==> config.mk <==
export PLATFORM = sky130hd
export DESIGN_NAME = shift_seq
export DESIGN_NICKNAME = d
export VERILOG_FILES = /design/src/rtl/shift_seq.sv
export SDC_FILE = /design/constraint.sdc
export NUM_CORES = 1
export LEC_CHECK = 0
export CORE_MARGIN = 8
export CORE_UTILIZATION = 50
export CTS_BUF_LIST = sky130_fd_sc_hd__clkbuf_8
export DETAILED_ROUTE_END_ITERATION = 12
export GPL_TIMING_DRIVEN = 0
export HOLD_SLACK_MARGIN = 0.1
export PLACE_DENSITY = 0.93
export SETUP_SLACK_MARGIN = 0.3
export SLEW_MARGIN = 20
export SYNTH_ARGS = -nofsm -noshare
export SYNTH_HDL_FRONTEND = slang
export SYNTH_SLANG_ARGS = --single-unit
==> constraint.sdc <==
create_clock -name clk -period 4.5 [get_ports clk]
set_input_delay 0.9 -clock clk [delete_from_list [all_inputs] [get_ports clk]]
set_output_delay 0.9 -clock clk [all_outputs]
set_load 0.01 [all_outputs]
==> src/rtl/shift_seq.sv <==
// Multi-cycle shift/rotate unit: one single-bit step per clock, done pulses amount+1 cycles after start.
// start is only sampled while idle; requests during SHIFT or DONE are dropped, not queued.
module shift_seq #(
   parameter int WIDTH = 8,
   parameter int AW    = 4
) (
   input  logic             clk,
   input  logic             rst_n,
   input  logic             start_i,
   input  logic [WIDTH-1:0] in_i,
   input  logic             cin_i,
   input  logic [2:0]       mode_i,
   input  logic [AW-1:0]    amount_i,
   output logic [WIDTH-1:0] out_o,
   output logic             cout_o,
   output logic             busy_o,
   output logic             done_o
);

   localparam logic [2:0] M_LSL  = 3'd0;
   localparam logic [2:0] M_LSR  = 3'd1;
   localparam logic [2:0] M_ASR  = 3'd2;
   localparam logic [2:0] M_ROL  = 3'd3;
   localparam logic [2:0] M_ROR  = 3'd4;
   localparam logic [2:0] M_RCL  = 3'd5;
   localparam logic [2:0] M_RCR  = 3'd6;
   localparam logic [2:0] M_LSLF = 3'd7;

   localparam logic [AW-1:0] CNT_ZERO = '0;
   localparam logic [AW-1:0] CNT_ONE  = AW'(1);

   typedef enum logic [1:0] {
      S_IDLE  = 2'd0,
      S_SHIFT = 2'd1,
      S_DONE  = 2'd2
   } state_t;

   state_t           state_q;
   logic [WIDTH-1:0] data_q, data_d;
   logic             carry_q, carry_d;
   logic             fill_q;
   logic [AW-1:0]    cnt_q;
   logic [2:0]       mode_q;
   logic             busy_q;
   logic             done_q;

   // Single-bit step; RCL/RCR treat {carry,data} as one WIDTH+1-bit ring.
   always_comb begin
      data_d  = data_q;
      carry_d = carry_q;
      case (mode_q)
         M_LSL: begin
            carry_d = data_q[WIDTH-1];
            data_d  = {data_q[WIDTH-2:0], 1'b0};
         end
         M_LSR: begin
            carry_d = data_q[0];
            data_d  = {1'b0, data_q[WIDTH-1:1]};
         end
         M_ASR: begin
            carry_d = data_q[0];
            data_d  = {data_q[WIDTH-1], data_q[WIDTH-1:1]};
         end
         M_ROL: begin
            carry_d = data_q[WIDTH-1];
            data_d  = {data_q[WIDTH-2:0], data_q[WIDTH-1]};
         end
         M_ROR: begin
            carry_d = data_q[0];
            data_d  = {data_q[0], data_q[WIDTH-1:1]};
         end
         M_RCL: begin
            carry_d = data_q[WIDTH-1];
            data_d  = {data_q[WIDTH-2:0], carry_q};
         end
         M_RCR: begin
            carry_d = data_q[0];
            data_d  = {carry_q, data_q[WIDTH-1:1]};
         end
         M_LSLF: begin
            carry_d = data_q[WIDTH-1];
            data_d  = {data_q[WIDTH-2:0], fill_q};
         end
         default: begin
            data_d  = data_q;
            carry_d = carry_q;
         end
      endcase
   end

   always_ff @(posedge clk or negedge rst_n) begin
      if (!rst_n) begin
         state_q <= S_IDLE;
         data_q  <= '0;
         carry_q <= 1'b0;
         fill_q  <= 1'b0;
         cnt_q   <= '0;
         mode_q  <= '0;
         busy_q  <= 1'b0;
         done_q  <= 1'b0;
      end else begin
         case (state_q)
            S_IDLE: begin
               done_q <= 1'b0;
               if (start_i) begin
                  data_q  <= in_i;
                  carry_q <= cin_i;
                  fill_q  <= cin_i;
                  cnt_q   <= amount_i;
                  mode_q  <= mode_i;
                  busy_q  <= 1'b1;
                  if (amount_i == CNT_ZERO) begin
                     state_q <= S_DONE;
                     done_q  <= 1'b1;
                  end else begin
                     state_q <= S_SHIFT;
                  end
               end
            end
            S_SHIFT: begin
               data_q  <= data_d;
               carry_q <= carry_d;
               cnt_q   <= cnt_q - CNT_ONE;
               if (cnt_q == CNT_ONE) begin
                  state_q <= S_DONE;
                  done_q  <= 1'b1;
               end
            end
            S_DONE: begin
               state_q <= S_IDLE;
               busy_q  <= 1'b0;
               done_q  <= 1'b0;
            end
            default: begin
               state_q <= S_IDLE;
               busy_q  <= 1'b0;
               done_q  <= 1'b0;
            end
         endcase
      end
   end

   assign out_o  = data_q;
   assign cout_o = carry_q;
   assign busy_o = busy_q;
   assign done_o = done_q;

endmodule

After elaboration in Yosys (flattened, before gate mapping)
Index checks and enable logic that the tools add are counted.
- bits in registers: 21
- bitwise logic cells: 1
- equality and inequality tests: 12
- mux-type cells: 18
- reduce and logical (&&, ||, !) cells: 11
- add/subtract/negate cells: 1
- operators with widths (kind ; number):
    8-bit one-hot mux with 8 select lines ; 1
    8-bit one-hot mux with 2 select lines ; 1
    3-bit == test (second input constant) ; 4
    8-bit two-way mux ; 1
    1-bit one-hot mux with 2 select lines ; 4
    4-bit one-hot mux with 2 select lines ; 1
    2-bit AND reduction ; 4
    4-bit OR reduction ; 2
    3-bit by 2-bit == test with 1-bit output (second input constant) ; 2
    2-bit two-way mux ; 3
    2-bit != test (second input constant) ; 3
    1-bit two-way mux ; 5
    4-bit by 1-bit == test with 1-bit output (second input constant) ; 1
    4-bit zero test ; 1
    4-bit two-way mux ; 1
    2-bit one-hot mux with 2 select lines ; 1
    4-bit by 1-bit subtractor with 4-bit output (second input constant) ; 1
    3-bit by 1-bit == test with 1-bit output (second input constant) ; 1
    3-bit zero test ; 1
    3-bit AND reduction ; 1
    2-bit by 1-bit == test with 1-bit output (second input constant) ; 1
    2-bit zero test ; 1
    2-bit nonzero test ; 1
    1-bit NOT ; 1

Depth between registers and ports, before layout
Gate-level depths: netlist (run 1).
- depth in word-level cells: 4
- mapped depth: 6
- depth with buffers taken out: 6

Worst setup path after synthesis (run 1)
Ideal clock, no wire load.
- path kind: input to register
- start: input start_i
- end: register data_q[7], in the netlist out_o[7]
- buffers on the path: 1
- stages on the path: 5
- data arrival time: 1.741 ns
- data required time: 4.375 ns
- path slack: 2.634 ns
- path through: nor2_1 or2_1 buf_6 a31oi_1 mux2_2
- longest elaborated chain between the ends: 2
- ends and longest elaborated chain (what ; line ; source):
    start, declared ; 9 ; input logic start_i,
    2-bit != test (no line) ; - ;
    3-bit AND reduction (no line) ; - ;
    end signal, assigned ; 106 ; data_q <= in_i;
    end signal, assigned ; 121 ; data_q <= data_d;
    end, declared ; 39 ; logic [WIDTH-1:0] data_q, data_d;
No other way between the ends.
A chain may end at the register's enable or synchronous reset.

Worst setup path after layout (run 1)
Same ends and word-level chain as after synthesis.

==> results.md, run 1 <==
* Die area at 0.00411 mm²
* Pwr/cell area at 700 mW/mm²
* Cell Rows at 17
* DR vias at 1053
* Placer Congestion at 0.837
* Synth async-reset ratio at 100%
* Max VDD drop at 436 µV
* R2R depth at 3
* CTS resizes at 0
* Most common cell after layout, fill and taps aside: clkdlybuf4s50_1
* Most frequent cells in the layout: clkdlybuf4s50_1, dfrtp_1, o21ai_0, nor2_1
* Syn Area/Cell at 10.1 µm²
* Worst-Skew Late Latency at 0.26 ns
* Rel. slew slack at 36.3%
* Starting density of the core at 52.4%
* Minimum clock period at 2.21 ns
* Initial antenna violation count at 0
* Vias in the first global route at 1080
* Clk network pwr share at 11.2%
* Fmax at 452 MHz
* Unique masters post-synth at 33
* MaxCap Viol Count at 0
* Final Hold Viols at 0
* Post-Syn Area at 0.00116 mm²
* HPWL Detailed at 2.17 mm
* RSZ-0062 raised after global routing: false
* Post-route DRC at 0
* DR vias/cell at 5.98
* Clk_skew at 0.00258 ns
* CP max stage delay at 0.51 ns
* Crit-path slowest cell: clkdlybuf4s50_1
* Area Growth Syn to Fin at 32.0%
* Synth Warn # at 0
* Nets at 170
* Largest net degree at the start of global routing at 22
* Min-Delay Startpoint: busy_o
* Hold Path End: busy_o
* Hold Path Class: register to register
* Status: finished clean
* Final setup TNS at 0 ns
* Share of layout cells above drive strength 1 at 9.46%
* Switching power at 0.423 mW
* Die H at 64.1 µm
* CTS tree: built
* Post-synth EDFFs at 0
* H-tree Lvls at 1
* I/O pin cnt at 30
* Num Clock Sinks at 21
* Root Driver: clkbuf_8
* Worst-margin pin slew at 0.953 ns
* DRT iter0 DRCs at 47
* Comb pwr share at 53.6%
* Grt total ovfl at 0
* Routed len/inst at 16.6 µm
* Crit end category: register
* Antenna-violating nets left at 0
* CP Launch Type: input port
* Critical path arrival at 2.36 ns
* Sequential share of power at 35.1%
* Clock buffer count from CTS at 3
* First-pass GRT wire length at 4.86 mm
* CP Class: input port to register
* Fin. max-slew vios at 0
* R2R Path End: fill_q
* N_diodes at 0
* Pre-antenna DRT Iters at 4
* Post-synthesis cell count at 115
* Final WL at 2.91 mm
* Max Root-Sink Buffers at 2
* Syn nets at 136
* Worst hold path depth at 2
* Worst R2R Start: state_q[0]
* CP Cell Sequence: clkdlybuf4s50_1, nor2_1, or2_1, buf_6, a31oi_1, mux2_2
* Finished Core Util at 69.1%
* Critical Path RT at 4.65 ns
* Register area share after synthesis at 45.4%
* Setup Fix Bufs, Post-CTS at 0
* Crit-path max FO at 8
* Worst path bufs/invs at 2
* Post-Layout Cell Count at 176
* Clk slew on worst S/H paths at 0.07 ns
* Count of input and output buffers at 29
* Core box area at 0.00221 mm²
* Seq cells post-synth at 21
* # hold bufs at CTS at 0
* P_int at 0.646 mW
* Post-Place Cells at 172
* CP Depth at 6
* Delay-heaviest family, CP: buffers and inverters
* Final setup vio count at 0
* Die X-Extent at 64.1 µm
* Final period util at 49.2%
* Lkg Pwr at 0.645 nW
* Dominant synthesized flop cell: dfrtp_1
* GR Util All Layers at 14.3%
* R2r setup slk at 2.91 ns
* Net Sw Frac at 39.6%
==> metrics by stage <==
stage	worst slack [ns]	instance area, µm²	hold slack, ns	power, mW
after CTS	2.30	1530	0.538	1.08
after global routing	2.23	1530	0.560	1.15
final	2.29	1530	0.531	1.07
after detailed placement	2.05	1480	0.522	0.952
after global placement	2.06	1480	0.491	0.920
after floorplan	2.63	1160	0.480	0.743
==> final cells by class <==
class | instances | area, µm²
Fill cell | 186 | 683
Multi-Input combinational cell | 83 | 576
Sequential cell | 21 | 526
Timing Repair Buffer | 29 | 290
Clock buffer | 3 | 41.3
Buffer | 6 | 38.8
Tap cell | 28 | 35.0
Inverter | 5 | 18.8
Clock inverter | 1 | 3.75
==> cells in the mapped netlist (all sizes together), types with 2 or more instances <==
cell	count	area share, %
a21oi	8	3.5
or2	2	1.1
nand2b	4	2.2
a31oi	4	2.2
mux2	6	5.8
ha	2	2.2
nor3	2	0.86
o21ai	11	4.8
a32oi	6	4.5
nor2	12	4.5
inv	5	1.6
clkbuf	3	0.97
buf	3	2.4
nor3b	2	1.3
nand2	2	0.65
dfrtp	21	45
mux2i	8	6.9
o22a	2	1.5
==> metal layers <==
metal	vias to the layer above	wire (µm)	track usage (%)
li1	496	-	-
met1	505	1260	17.0
met2	41	1410	23.6
met3	11	163	3.66
met4	0	77	6.54
met5	-	0	0
==> power by group through the flow <==
stage	logic (mW)	registers, mW	clock network (mW)
2_1_floorplan	0.368	0.375	0
3_3_place_gp	0.549	0.371	0
3_5_place_dp	0.576	0.376	0
4_1_cts	0.579	0.374	0.124
5_1_grt	0.630	0.388	0.132
6_report	0.574	0.376	0.120
==> cells by family (layout without fill, tap and decap cells) <==
group	after synthesis	count (layout)	synth area share, %
mux	14	14	12.7
simple gates	29	29	13.3
fa+ha+maj	2	2	2.16
compound gates	38	38	21.5
buf+inv	11	44	4.97
flops	21	21	45.4
==> how the worst max path moves through the flow <==
stage	start	end	slack, ns
floorplan	start_i	out_o[7]	2.63
global placement	start_i	out_o[7]	2.06
detailed placement	start_i	out_o[7]	2.05
CTS	start_i	out_o[7]	2.30
global route	start_i	out_o[7]	2.23
finish	start_i	out_o[7]	2.29
==> tightest hold or removal path: cells and delay by family (launching register included) <==
family                 cells  cell delay, ns
buffers and inverters      1            0.05
flip-flops                 1            0.39
AO/OA/AOI/OAI              1            0.05
==> state kept, by name, indices dropped and copies added (netlist names) <==
register	flops
state_q	2
cout_o	1
fill_q	1
cnt_q	4
busy_o	1
mode_q	3
done_o	1
out_o	8
Power figures use the tool's default switching activity.
==> inputs of run 2 (changes only) <==
Settings changed: CORE_UTILIZATION 50 to 45, PLACE_DENSITY 0.93 to 0.89.
Clock period 4.5 ns to 1.8 ns, I/O delays scaled along.
==> run 2 against run 1 <==
- routed wire length increased by 2.3%
- largest power group unchanged
- clock-buffer cell count unchanged
- sequential power increased by 140%
- highest routed layer unchanged
- non-clock buffer count increased by 4
- cell count increased by 3.4%
- critical path depth decreased by 1
- worst hold slack got worse by 0.014 ns
- largest cell class unchanged
- die area increased by 8.3%
==> results.md, run 2 (synthesis results as in run 1) <==
* Status: finished clean
* Largest net degree at the start of global routing at 22
* CP Launch Type: register
* Routed len/inst at 16.4 µm
* Met3 wire length at 260 µm
* I/O pin cnt at 30
* GR Util All Layers at 13.6%
* Initial antenna violation count at 0
* Multi-input logic area at 584 µm²
* Num Clock Sinks at 21
* Total power at 2.69 mW
* Wire length on met2 at 1.43 mm
* Clk_skew at 0.00231 ns
* Final WL at 2.98 mm
* Count of input and output buffers at 29
* Top layer used by detailed routing: met4
* Worst-Skew Late Latency at 0.26 ns
* Fmax at 671 MHz
* CP Class: register to register
* Number of flip-flops in the largest register at 8
* Final Hold Viols at 0
* Most frequent cells in the layout: dfrtp_1, clkdlybuf4s50_1, dlygate4sd2_1
* Starting density of the core at 47.2%
* MaxCap Viol Count at 0
* Minimum clock period at 1.49 ns
* Clk slew on worst S/H paths at 0.07 ns
* DRT iter0 DRCs at 42
* Die area at 0.00445 mm²
* Placed instance area at 0.00149 mm²
* Crit-path slowest cell: dfrtp_2
* Die H at 66.7 µm
* Lkg Pwr at 0.691 nW
* Most common cell after layout, fill and taps aside: dfrtp_1
* Share of layout cells above drive strength 1 at 14.5%
* Core box area at 0.00245 mm²
* Pre-antenna DRT Iters at 4
* H-tree Lvls at 1
* Nets at 174
* Fin area at 0.00156 mm²
* Area Growth Syn to Fin at 34.9%
* Final setup TNS at 0 ns
* Max VDD drop at 1090 µV
* RSZ-0062 raised after global routing: true
* Placer Congestion at 0.875
* Max Root-Sink Buffers at 2
* R2R depth at 5
* Hold Path Class: register to register
* Worst-margin pin slew at 0.981 ns
* Root Driver: clkbuf_8
* DR vias/cell at 5.90
* Die X-Extent at 66.7 µm
* Worst hold path depth at 1
* CP max stage delay at 0.43 ns
* Pwr/cell area at 1720 mW/mm²
* Vias in the first global route at 1075
* HPWL Detailed at 2.20 mm
* Fin. max-slew vios at 0
* Antenna-violating nets left at 0
* Cell Rows at 18
* Critical Path RT at 1.95 ns
* FF+latch area at 527 µm²
* Final period util at 82.8%
* Clock buffer count from CTS at 3
* Layout fillers at 216
* Grt total ovfl at 0
* First-pass GRT wire length at 4.79 mm
* Critical path arrival at 1.64 ns
* WL met1 at 1.22 mm
* Rel. slew slack at 34.4%
* Crit end category: register
* CP Cell Sequence: nor2_1, or2_1, buf_6, a31oi_1, mux2_2
* Worst Setup Slack, final at 0.309 ns
* Pre-CTS WS at -0.112 ns
* Crit-path max FO at 8
* Post-route DRC at 0
* N_diodes at 0
* Final setup vio count at 0
* CTS tree: built
* Worst hold slack at 0.517 ns
* DR vias at 1073
==> run 2: cell types whose count changed in the layout (fill, tap and decap cells not counted) <==
cell / change
dfrtp_2: +1
a21oi_1: -1
dlygate4sd2_1: +12
a21oi_2: +1
buf_6: +1
buf_4: +4
dfrtp_1: -1
buf_2: -1
clkdlybuf4s50_1: -12
nor2_2: +2
nor2_1: -2
==> run 2: routing by layer <==
layer | vias to the layer above | track usage (%)
met2 | 48 | 23.1
met3 | 9 | 4.36
met1 | 516 | 15.5
li1 | 500 | -
met5 | - | 0
met4 | 0 | 4.80
==> run 2: final timing paths <==
check                      slack [ns]       start         end
max                              0.31  state_q[0]    out_o[7]
min                              0.52      fill_q      fill_q
max reg2reg                      0.31  state_q[0]    out_o[7]
min reg2reg                      0.52      fill_q      fill_q
max in group asynchronous        0.50       rst_n  state_q[0]
min in group asynchronous        0.64       rst_n    out_o[5]
==> run 2: critical path: cells and delay by family (launching register included) <==
family,cells,cell delay (ns)
compound gates,1,0.15
buf+inv,1,0.14
flops,1,0.43
mux,1,0.35
simple gates,2,0.31
==> run 2: power by group <==
| part | switching (mW) | internal, mW |
|---|---|---|
| Sequential | 0.201 | 0.707 |
| Clock | 0.147 | 0.152 |
| Combinational | 0.736 | 0.752 |
| Total | 1.08 | 1.61 |
==> run 2: final cells by class <==
class,count,share of cell area (%)
timing repair buffer,33,19.5
multi-input combinational,83,37.4
buffer,6,2.88
clock buffer,3,2.64
sequential,21,33.7
inverter,5,1.20
clock inverter,1,0.240
tap,30,2.40
==> run 2: stage by stage <==
stage	instances	utilization, %
after floorplan	115	-
after global placement	174	60.6
final	182	63.7
after CTS	181	62.8
after detailed placement	174	60.6
after global routing	182	63.7
==> run 2: repair_timing <==
item,CTS,global route
endpoints found under the setup margin,18,10
gates resized for setup,13,6
setup buffers,3,1
pin swaps,0,2
endpoints found under the hold margin,0,0
hold buffers,0,0
==> inputs of run 3 (changes only) <==
Settings changed: CORE_UTILIZATION 45 to 50, PLACE_DENSITY 0.89 to 0.93.
Clock period 1.8 ns to 1.5 ns, I/O delays scaled along.
==> run 3 against run 2 <==
- combinational power is 73% higher
- register-to-register slack got worse by 0.28 ns
- largest power group unchanged
- fmax rose by 1.4%
- global-route usage is 4.2 points higher
- setup slack lost 0.28 ns
- sequential share of layout area is 4.9 points lower
- non-clock buffer count increased by 18
- routed wire length increased by 33%
- utilization is 19 points higher
- sequential power rose by 22%
- critical path depth stayed put
- power increased by 50%
==> results.md, run 3 (synthesis results as in run 1) <==
* R2R depth at 5
* Clk_skew at 0.00343 ns
* First-pass GRT wire length at 5.93 mm
* Root Driver: clkbuf_8
* Status: finished clean
* Max Root-Sink Buffers at 2
* N_diodes at 0
* DR vias/cell at 5.95
* Fin. max-slew vios at 0
* Most common cell after layout, fill and taps aside: buf_4
* Max VDD drop at 1520 µV
* Pre-antenna DRT Iters at 4
* Routed len/inst at 20.1 µm
* MaxCap Viol Count at 0
* Final setup TNS at 0 ns
* Die H at 64.1 µm
* Share of layout cells above drive strength 1 at 44.7%
* R2r setup slk at 0.03 ns
* HPWL Detailed at 2.34 mm
* Die X-Extent at 64.1 µm
* CP startpoint: mode_q[1]
* Num Clock Sinks at 21
* Initial antenna violation count at 0
* Worst R2R Start: mode_q[1]
* Pre-CTS WS at -0.386 ns
* R2R Path End: out_o[7]
* Fin area at 0.00184 mm²
* H-tree Lvls at 1
* Pwr/cell area at 2200 mW/mm²
* CTS tree: built
* Area Growth Syn to Fin at 58.7%
* Crit path to: out_o[7]
* Number of flip-flops in the largest register at 8
* Placer Congestion at 0.795
* Worst-margin pin slew at 0.949 ns
* CP Launch Type: register
* Placed instance area at 0.00151 mm²
* Grt total ovfl at 0
* Worst Setup Slack, final at 0.0306 ns
* Final Hold Viols at 0
* Final period util at 98.0%
* CP Class: register to register
* Final WL at 3.98 mm
* Nets at 192
* Largest net degree at the start of global routing at 22
* I/O pin cnt at 30
* GR Util All Layers at 17.8%
* Clk slew on worst S/H paths at 0.08 ns
* Vias in the first global route at 1184
* Fmax at 681 MHz
* Final setup vio count at 0
* Rel. slew slack at 36.8%
* Die area at 0.00411 mm²
* Starting density of the core at 52.4%
* Crit end category: register
* Lkg Pwr at 0.843 nW
* Count of input and output buffers at 29
* Crit-path max FO at 7
* Post-route DRC at 0
* Critical Path RT at 1.65 ns
* DR vias at 1178
* RSZ-0062 raised after global routing: true
* Antenna-violating nets left at 0
* Worst-Skew Late Latency at 0.26 ns
* Most frequent cells in the layout: buf_4, dfrtp_1, clkdlybuf4s50_1
* Hold Path Class: input port to asynchronous set/reset pin
* Core box area at 0.00221 mm²
* Minimum clock period at 1.47 ns
* Critical path arrival at 1.62 ns
* Cell Rows at 17
* Clock buffer count from CTS at 3
* DRT iter0 DRCs at 64
-- run 3: cell count changes in the layout (fill, tap and decap cells not counted), sizes merged --
cell           delta
dlymetal6s2s      +3
clkdlybuf4s50     -4
clkdlybuf4s15     +2
clkbuf            +6
dlygate4sd2      -10
buf              +21
-- run 3: area by class of cell --
class / count / area, µm²
tap: 28 / 35.0
clock inverter: 1 / 3.75
fill: 126 / 373
inverter: 5 / 18.8
timing repair buffer: 51 / 429
sequential: 21 / 531
clock buffer: 3 / 41.3
multi-input combinational: 83 / 726
buffer: 6 / 55.1
-- run 3: timing repair --
| item | in CTS | in global routing |
|---|---|---|
| setup endpoints to repair | 52 | 27 |
| resized for setup | 45 | 43 |
| pin swaps | 2 | 12 |
| hold buffers | 0 | 0 |
| setup buffers | 17 | 5 |
-- run 3: power breakdown --
| part | internal, mW | total [mW] | switching [mW] |
|---|---|---|---|
| logic | 1.34 | 2.58 | 1.24 |
| registers | 0.854 | 1.11 | 0.252 |
| clock network | 0.182 | 0.373 | 0.191 |
| total | 2.37 | 4.05 | 1.68 |
-- run 3: worst min-delay path by stage --
stage	from	endpoint	slack (ns)	depth (start not counted)
floorplan	rst_n	busy_o	0.004	0
global placement	fill_q	fill_q	0.49	1
detailed placement	fill_q	fill_q	0.50	1
CTS	rst_n	mode_q[1]	0.33	1
global route	rst_n	mode_q[1]	0.38	1
finish	rst_n	mode_q[1]	0.29	1
-- run 3: metrics by stage --
step	util (%)	hold slack [ns]	std cells	total power [mW]
6_report	83.1	0.293	198	4.05
5_1_grt	83.1	0.379	198	4.26
3_3_place_gp	68.0	0.492	172	2.84
4_1_cts	78.3	0.328	193	3.64
3_5_place_dp	68.0	0.503	172	2.95
2_1_floorplan	-	0.00441	115	2.30
-- run 3: worst max-delay path, cell delays in order (launching register included) --
cell and delay (ns):
dfrtp_1 0.39, buf_6 0.14, mux2_4 0.29, o211ai_1 0.18, a31oi_1 0.11, mux2_2 0.26
-- run 3: layer usage --
| metal | track usage [%] | vias to the layer above | routed length (µm) |
|---|---|---|---|
| li1 | - | 532 | - |
| met1 | 19.8 | 579 | 1630 |
| met4 | 6.54 | 0 | 113 |
| met5 | 0 | - | 0 |
| met2 | 32.4 | 52 | 2020 |
| met3 | 3.83 | 15 | 212 |
